==> src/rtl/oled_page_writer_if.sv <==
// Byte-transfer and framebuffer bus used by oled_page_writer.
//   fb_addr      : framebuffer read address (driven by the writer)
//   fb_rdata     : framebuffer read data, valid one cycle after fb_addr
//   i2c_reg_addr : control byte for the i2c_master (0x00 command, 0x40 data)
//   i2c_data     : payload byte for the i2c_master
//   i2c_enable   : byte-transfer request
//   i2c_done     : one-cycle pulse, current byte transferred
// modport master : the page writer side
// modport slave  : the i2c_master / framebuffer side
interface oled_page_writer_if #(
  parameter int FB_AW = 9
);
  logic [FB_AW-1:0] fb_addr;
  logic [7:0]       fb_rdata;
  logic [7:0]       i2c_reg_addr;
  logic [7:0]       i2c_data;
  logic             i2c_enable;
  logic             i2c_done;

  modport master (
    output fb_addr, i2c_reg_addr, i2c_data, i2c_enable,
    input  fb_rdata, i2c_done
  );

  modport slave (
    input  fb_addr, i2c_reg_addr, i2c_data, i2c_enable,
    output fb_rdata, i2c_done
  );
endinterface

==> src/rtl/oled_page_writer.sv <==
// Pushes a framebuffer to an OLED panel in page-addressing mode once the
// init sequencer has finished. For every page it sends three command bytes
// (page select, low column, high column) followed by COLS data bytes read
// from an external synchronous-read framebuffer RAM.
// Ports:
//   clk_32M    : system clock
//   rst        : asynchronous active-high reset
//   init_done  : level, init sequencer finished (refresh gated by it)
//   refresh    : one-cycle start-frame request (queued once while busy)
//   bus        : framebuffer read port + byte handshake to i2c_master
//   busy       : high from frame start until frame_done
//   frame_done : one-cycle pulse after the last byte of the frame
module oled_page_writer #(
  parameter int COLS  = 128,
  parameter int PAGES = 4,
  parameter int FB_AW = 9
) (
  input  logic                   clk_32M,
  input  logic                   rst,
  input  logic                   init_done,
  input  logic                   refresh,
  oled_page_writer_if.master     bus,
  output logic                   busy,
  output logic                   frame_done
);

  localparam int PW = (PAGES > 1) ? $clog2(PAGES) : 1;
  localparam int CW = (COLS > 1) ? $clog2(COLS) : 1;
  localparam logic [PW-1:0] LAST_PAGE = PW'(PAGES - 1);
  localparam logic [CW-1:0] LAST_COL  = CW'(COLS - 1);

  typedef enum logic [2:0] {
    IDLE, CMD_LOAD, CMD_SEND, FETCH, DAT_LOAD, DAT_SEND, FIN
  } state_t;

  state_t        state_reg;
  logic [PW-1:0] page_reg;
  logic [CW-1:0] col_reg;
  logic [1:0]    cmd_idx_reg;
  logic          pending_reg;
  logic [7:0]    cmd_byte;
  logic          byte_done;

  // Column start address is always 0, so the column commands are constant.
  always_comb begin
    cmd_byte = 8'h00;
    case (cmd_idx_reg)
      2'd0:    cmd_byte = 8'hB0 | 8'(page_reg);
      2'd1:    cmd_byte = 8'h00;
      default: cmd_byte = 8'h10;
    endcase
  end

  // A done pulse only counts while a transfer is actually being requested.
  assign byte_done = bus.i2c_done && bus.i2c_enable;

  function automatic logic [FB_AW-1:0] fb_index(input logic [PW-1:0] p,
                                                input logic [CW-1:0] c);
    return FB_AW'(int'(p) * COLS + int'(c));
  endfunction

  always_ff @(posedge clk_32M or posedge rst) begin
    if (rst) begin
      state_reg        <= IDLE;
      page_reg         <= '0;
      col_reg          <= '0;
      cmd_idx_reg      <= '0;
      pending_reg      <= 1'b0;
      bus.fb_addr      <= '0;
      bus.i2c_reg_addr <= 8'h00;
      bus.i2c_data     <= 8'h00;
      bus.i2c_enable   <= 1'b0;
      busy             <= 1'b0;
      frame_done       <= 1'b0;
    end else begin
      frame_done <= 1'b0;

      // Requests arriving mid-frame collapse into a single queued frame.
      if (refresh && state_reg != IDLE) begin
        pending_reg <= 1'b1;
      end

      case (state_reg)
        IDLE: begin
          if (init_done && (refresh || pending_reg)) begin
            page_reg    <= '0;
            cmd_idx_reg <= '0;
            busy        <= 1'b1;
            pending_reg <= 1'b0;
            state_reg   <= CMD_LOAD;
          end
        end

        CMD_LOAD: begin
          bus.i2c_reg_addr <= 8'h00;
          bus.i2c_data     <= cmd_byte;
          bus.i2c_enable   <= 1'b1;
          state_reg        <= CMD_SEND;
        end

        CMD_SEND: begin
          if (byte_done) begin
            bus.i2c_enable <= 1'b0;
            if (cmd_idx_reg != 2'd2) begin
              cmd_idx_reg <= cmd_idx_reg + 2'd1;
              state_reg   <= CMD_LOAD;
            end else begin
              col_reg     <= '0;
              // Address is presented during FETCH so the RAM output is
              // ready to capture in DAT_LOAD.
              bus.fb_addr <= fb_index(page_reg, '0);
              state_reg   <= FETCH;
            end
          end
        end

        FETCH: begin
          state_reg <= DAT_LOAD;
        end

        DAT_LOAD: begin
          bus.i2c_data     <= bus.fb_rdata;
          bus.i2c_reg_addr <= 8'h40;
          bus.i2c_enable   <= 1'b1;
          state_reg        <= DAT_SEND;
        end

        DAT_SEND: begin
          if (byte_done) begin
            bus.i2c_enable <= 1'b0;
            if (col_reg != LAST_COL) begin
              col_reg     <= col_reg + 1'b1;
              bus.fb_addr <= fb_index(page_reg, col_reg + 1'b1);
              state_reg   <= FETCH;
            end else if (page_reg != LAST_PAGE) begin
              page_reg    <= page_reg + 1'b1;
              cmd_idx_reg <= '0;
              state_reg   <= CMD_LOAD;
            end else begin
              frame_done  <= 1'b1;
              busy        <= 1'b0;
              state_reg   <= FIN;
            end
          end
        end

        FIN: begin
          state_reg <= IDLE;
        end

        default: state_reg <= IDLE;
      endcase
    end
  end

endmodule

==> src/flat_wrapper.sv <==
// flat-port wrapper written by rule: the top's interface ports become plain ports
module oled_page_writer_flat 
#(
  parameter int COLS  = 128,
  parameter int PAGES = 4,
  parameter int FB_AW = 9
)
  (clk_32M, rst, init_done, refresh, busy, frame_done, bus_fb_addr, bus_i2c_reg_addr, bus_i2c_data, bus_i2c_enable, bus_fb_rdata, bus_i2c_done);
  oled_page_writer_if #(.FB_AW(FB_AW)) bus_i ();
  input  logic clk_32M;
  input  logic rst;
  input  logic init_done;
  input  logic refresh;
  output logic busy;
  output logic frame_done;
  output wire logic [$bits(bus_i.fb_addr)-1:0] bus_fb_addr;
  output wire logic [$bits(bus_i.i2c_reg_addr)-1:0] bus_i2c_reg_addr;
  output wire logic [$bits(bus_i.i2c_data)-1:0] bus_i2c_data;
  output wire logic [$bits(bus_i.i2c_enable)-1:0] bus_i2c_enable;
  input wire logic [$bits(bus_i.fb_rdata)-1:0] bus_fb_rdata;
  input wire logic [$bits(bus_i.i2c_done)-1:0] bus_i2c_done;
  assign bus_fb_addr = bus_i.fb_addr;
  assign bus_i2c_reg_addr = bus_i.i2c_reg_addr;
  assign bus_i2c_data = bus_i.i2c_data;
  assign bus_i2c_enable = bus_i.i2c_enable;
  assign bus_i.fb_rdata = bus_fb_rdata;
  assign bus_i.i2c_done = bus_i2c_done;
  oled_page_writer #(.COLS(COLS), .PAGES(PAGES), .FB_AW(FB_AW)) u_core (.clk_32M(clk_32M), .rst(rst), .init_done(init_done), .refresh(refresh), .bus(bus_i), .busy(busy), .frame_done(frame_done));
endmodule
==> config.mk <==
export PLATFORM = sky130hd
export DESIGN_NAME = oled_page_writer_flat
export DESIGN_NICKNAME = d
export VERILOG_FILES = /design/src/rtl/oled_page_writer_if.sv /design/src/rtl/oled_page_writer.sv /design/src/flat_wrapper.sv
export SDC_FILE = /design/constraint.sdc
export NUM_CORES = 1
export LEC_CHECK = 0
export CAP_MARGIN = 0
export CORE_UTILIZATION = 44
export CTS_CLUSTER_DIAMETER = 150
export DETAILED_ROUTE_END_ITERATION = 10
export PLACE_DENSITY_LB_ADDON = 0.3
export SYNTH_ARGS = -nofsm -noshare
export SYNTH_HDL_FRONTEND = slang
export SYNTH_SLANG_ARGS = --single-unit
==> constraint.sdc <==
create_clock -name clk_32M -period 1.8 [get_ports clk_32M]
set_clock_uncertainty 0.2 [all_clocks]
set_input_delay 0.27 -clock clk_32M [delete_from_list [all_inputs] [get_ports clk_32M]]
set_output_delay 0.27 -clock clk_32M [all_outputs]
set_load 0.02 [all_outputs]
# Yosys cells after proc, flatten, opt, wreduce, memory -nomap -nowiden
# Cells that the tools add are included.
# W data, S select, Z words.
[totals]
regBits = 43
inputBits = 13
out_inout_bits = 28
elab_cells = 99
[op_classes]
addsub = 4
n_eq_ne = 19
muxes = 45
reduce_logical = 20
[ops]
columns = ["op", "n"]
rows = [
  ["$pmux W8 S2", 3],
  ["$mux W9", 4],
  ["$mux W7", 4],
  ["$mux W2", 10],
  ["$pmux W3 S6", 1],
  ["$pmux W9 S2", 1],
  ["$mux W3", 5],
  ["$reduce_and A5 Y1", 3],
  ["$ne A2 B1 Y1 const B", 7],
  ["$pmux W7 S2", 1],
  ["$mux W1", 12],
  ["$ne A2 B2 Y1 const B", 5],
  ["$add A9 B7 Y9", 1],
  ["$reduce_bool A2 Y1", 4],
  ["$add A7 B1 Y7 const B", 1],
  ["$ne A7 B7 Y1 const B", 1],
  ["$reduce_and A7 Y1", 1],
  ["$eq A3 B2 Y1 const B", 2],
  ["$eq A3 B3 Y1 const B", 2],
  ["$pmux W2 S3", 1],
  ["$reduce_bool A3 Y1", 2],
  ["$add A2 B1 Y2 const B", 2],
  ["$pmux W1 S2", 2],
  ["$pmux W2 S2", 1],
  ["other kinds (9)", 12],
]

# Longest topological paths before layout
[depth]
depth_word = 5
depth_mapped = 6
mapped_depth_nobuf = 6

# Least setup slack after synthesis
# Ideal clock, no wire load.
[synth_timing]
path_kind = "register -> register"
start = "register, netlist name u_core.bus.fb_addr[0]"
end = "register u_core.bus.fb_addr[7]"
setup_time_ns = 0.125
arrival_ns = 1.661
required_time_ns = 1.475
setup_slack_ns = -0.186
stages_incl_launch_ff = 6
path_buffers = 0
synth_period_minus_slack_ns = 1.986
path_cell_list = "dfrtp_1 ha_1 and3_1 and2_0 o21a_4 mux2_4"
[synth_rtl]
columns = ["item", "line", "source"]
rows = [
  ["end signal: assignment", "oled_page_writer.sv:111", "bus.fb_addr <= fb_index(page_reg, '0);"],
  ["end signal: assignment", "oled_page_writer.sv:133", "bus.fb_addr <= fb_index(page_reg, col_reg + 1'b1);"],
  ["end: declaration", "oled_page_writer_if.sv:21", "output fb_addr, i2c_reg_addr, i2c_data, i2c_enable,"],
]

==> run summary <==
The critical path goes through ha_4 > and3_4 > and2_4 > o21a_4 > mux2_4. The clock-pin slew of the registers on the worst-case setup and hold paths is 0.07 ns. The internal reg-to-reg setup slack is 0.03 ns. Sorting the synthesized cells by how often they occur yields dfrtp_1, nand2_1, o21ai_0. In this run the critical register-to-register path is launched from u_core.bus.fb_addr[0].

The wire length of the first global-routing pass came out at 6910 µm. The remaining global-route overflow came out at 0. Dividing the final minimum period by the clock period gives 98.1%. The static leakage came out at 1.04 nW. Setup repair after global routing left no endpoint under its margin.

The number of routed nets with antenna violations came out at 0. The area enclosed by the die boundary is 3950 µm². The number of antenna violations at the first check in global routing was 0. The data required time at the worst endpoint is 1.77 ns.

In this run the biggest area consumer among cell types represents 44.5% of the synthesized area. Using the TritonRoute via totals, the vias-per-cell ratio works out to 5.44. The H-tree depth came out at 2. The number of antenna diodes is 0. The number of standard cells in the final layout excluding fillers came out at 270. The register with the most flip-flops in the layout has 9 of them.

The critical path startpoint category is a flip-flop. The area overhead of the layout relative to synthesis is 40.3%. The via count of the first global-routing pass was 1,513. The core box area is 3440 µm². Routability-driven placement finished with a final weighted congestion of 0.909. Entering global routing, the biggest net connects 30 pins. The die is 62.8 µm wide. The clock drives 29 sinks. For this design, the slowest cell found on the critical path is dfrtp_2. Across every metal layer, demand over resource in global routing totals 22.5%. The top-level I/O count came out at 41. The detailed placer's ending HPWL came out at 2960 µm. Among all flip-flop cells after synthesis, the most frequent one is dfrtp_1. The number of enable-type register cells in the synthesized netlist came out at 0. Dividing the detail-routed wire length by the instance count gives 14.4 µm.

The final number of setup-violating endpoints is 0. The floorplan step set the die height to 62.8 µm. The maximum fanout along the worst path came out at 8. The run finished with clean final reports. The largest stage delay on the critical path came out at 0.43 ns. For the final routed database, the setup TNS stands at 0 ns. STA classifies the critical path endpoint as a flip-flop. The final standard cell utilization of the core came out at 66.4%. The count of routing violations after the opening detailed-route iteration came out at 63. VDD sags by at most 0.979 mV.

The site row count is 21. Including well taps, the total number of placed cells is 262. The distinct cell type count after synthesis is 45. In the synthesized netlist, the number of instances is 169. The final-stage net count came out at 242.

The average cell area after synthesis came out at 9.64 µm². The total length of routed wires came out at 3900 µm. The data arrival at the endpoint of the critical path is 1.73 ns. Hold timing on the final database bottoms out at a slack of 0.162 ns. The TritonCTS clock tree is yes. In this run the deepest clock path goes through 2 buffers. The count of hold buffers inserted by post-cts repair is 0. The achievable frequency came out at 0.566 GHz. The total power density per cell area came out at 1470 nW/µm². The post-synthesis async set-or-reset flop share is 100%. Buffers inserted during clock tree synthesis total 5. The number of vias in the routed layout came out at 1,468.

In the post-synthesis netlist, the cell with the most instances is dfrtp_1. The fraction of layout cells with a size suffix above 1 came out at 23.7%. The residual DRC count is 0. The launching instance or port of the critical path is u_core.bus.fb_addr[0]. The count of buffers from port buffering came out at 33. The critical path in this run is classified as reg -> reg. The insertion delay to the later sink of the worst-skew pair is 0.29 ns. The count of buffers added by post-CTS timing repair for setup is 0.

The initial utilization of the core area, before any placement, comes to 47.3%. The number of synthesized register bits came out at 29. The count of synthesis-stage warnings from yosys came out at 0.

In this run the worst hold path is classified as in -> async. The tree is rooted in a clkbuf_8. The first TritonRoute pass finished after 4 iterations. The sequential share of the synthesized area is 44.5%. By area the synthesized netlist is led by dfrtp_1, ha_1, o21ai_0, nand2_1, buf_4. The cell type contributing the most total cell area after synthesis is dfrtp_1. The count of pins over their slew limit came out at 0. The netlist area before placement came out at 1630 µm². The final-layout fill cell count is 290.

The final hold violation count came to 0. The max-cap violation count came out at 0. The total power draw is 3.35 mW. The shortest clock period the worst path allows after layout came out at 1.77 ns.
-- metrics by stage --
stage / setup WS (ns) / cell area (µm²)
after floorplan: 0.00706 / 1670
after global routing: 0.0138 / 2290
after global placement: -0.228 / 2140
after detailed placement: -0.250 / 2140
final: 0.0342 / 2290
after CTS: 0.0144 / 2250
-- placed cells by master (no fill, tap or decap), types with 3 or more instances in the layout --
cell type        count
clkdlybuf4s50_1     26
dfrtp_1             26
buf_4               22
nand2_1             18
o21ai_0             15
nor2b_1              7
a21oi_1              7
conb_1               7
clkbuf_8             6
dlygate4sd2_1        6
nand3_1              5
ha_1                 5
inv_1                4
nor2_1               4
nor3_1               3
o21a_1               3
nand4_1              3
a21o_1               3
a22oi_1              3
o31ai_1              3
mux2_4               3
dfrtp_2              3
-- path summary, 6_finish.rpt --
kind                                               end  depth (start not counted)
worst max-delay path             u_core.bus.fb_addr[8]                          5
worst max register to register   u_core.bus.fb_addr[8]                          5
min in group clk_32M            u_core.bus.i2c_data[4]                          2
max in group asynchronous          u_core.state_reg[0]                          3
worst min register to register  u_core.bus.i2c_data[4]                          2
worst min-delay path             u_core.cmd_idx_reg[0]                          3
-- worst max-delay path, delay by kind of cell, from the launching register on --
| family | cells | cell delay (ns) |
|---|---|---|
| multiplexers | 1 | 0.30 |
| AND/OR/NAND/NOR | 2 | 0.32 |
| flip-flops | 1 | 0.43 |
| adder cells (fa/ha/maj) | 1 | 0.18 |
| AO/OA/AOI/OAI | 1 | 0.23 |
-- routing by layer --
metal  vias to the layer above  GRT usage, %  share of wire [%]
met1                       721          27.3                 44
met5                         -             0                  0
met3                         4          7.48                3.5
met2                        35          37.2                 51
li1                        708             -                  -
met4                         0          7.27               0.90
-- cell families (layout without fill, tap and decap cells) --
| kind of cell | count (synthesis) | count (layout) | synth area share (%) |
|---|---|---|---|
| fa+ha+maj | 6 | 6 | 4.61 |
| flops | 29 | 29 | 44.5 |
| mux | 4 | 4 | 3.46 |
| other cells | 1 | 7 | 0.230 |
| compound gates | 49 | 49 | 20.6 |
| buf+inv | 18 | 67 | 6.14 |
| simple gates | 62 | 62 | 20.4 |
-- repair_timing --
action,CTS,global route
setup endpoints to repair,6,11
gates resized for setup,6,11
hold endpoints to repair,0,0
pin swaps,0,3
-- where the power goes --
| part | leakage [nW] | total (mW) | internal, mW | switching [mW] |
|---|---|---|---|---|
| sequential | 0.364 | 0.990 | 0.844 | 0.146 |
| clock | 0.0585 | 0.689 | 0.450 | 0.238 |
| combinational | 0.621 | 1.67 | 0.782 | 0.890 |
-- area by class of cell --
class                   count  area (µm²)  share of cell area [%]
clock buffers               7        86.3                    3.78
clock inverters             1        30.0                    1.31
flip-flops and latches     29         729                    31.9
well taps                  46        57.6                    2.52
inverters                   4        15.0                   0.657
repair buffers             55         490                    21.5
multi-input cells         128         877                    38.4
Note: power is estimated with default switching activity, not from simulation.
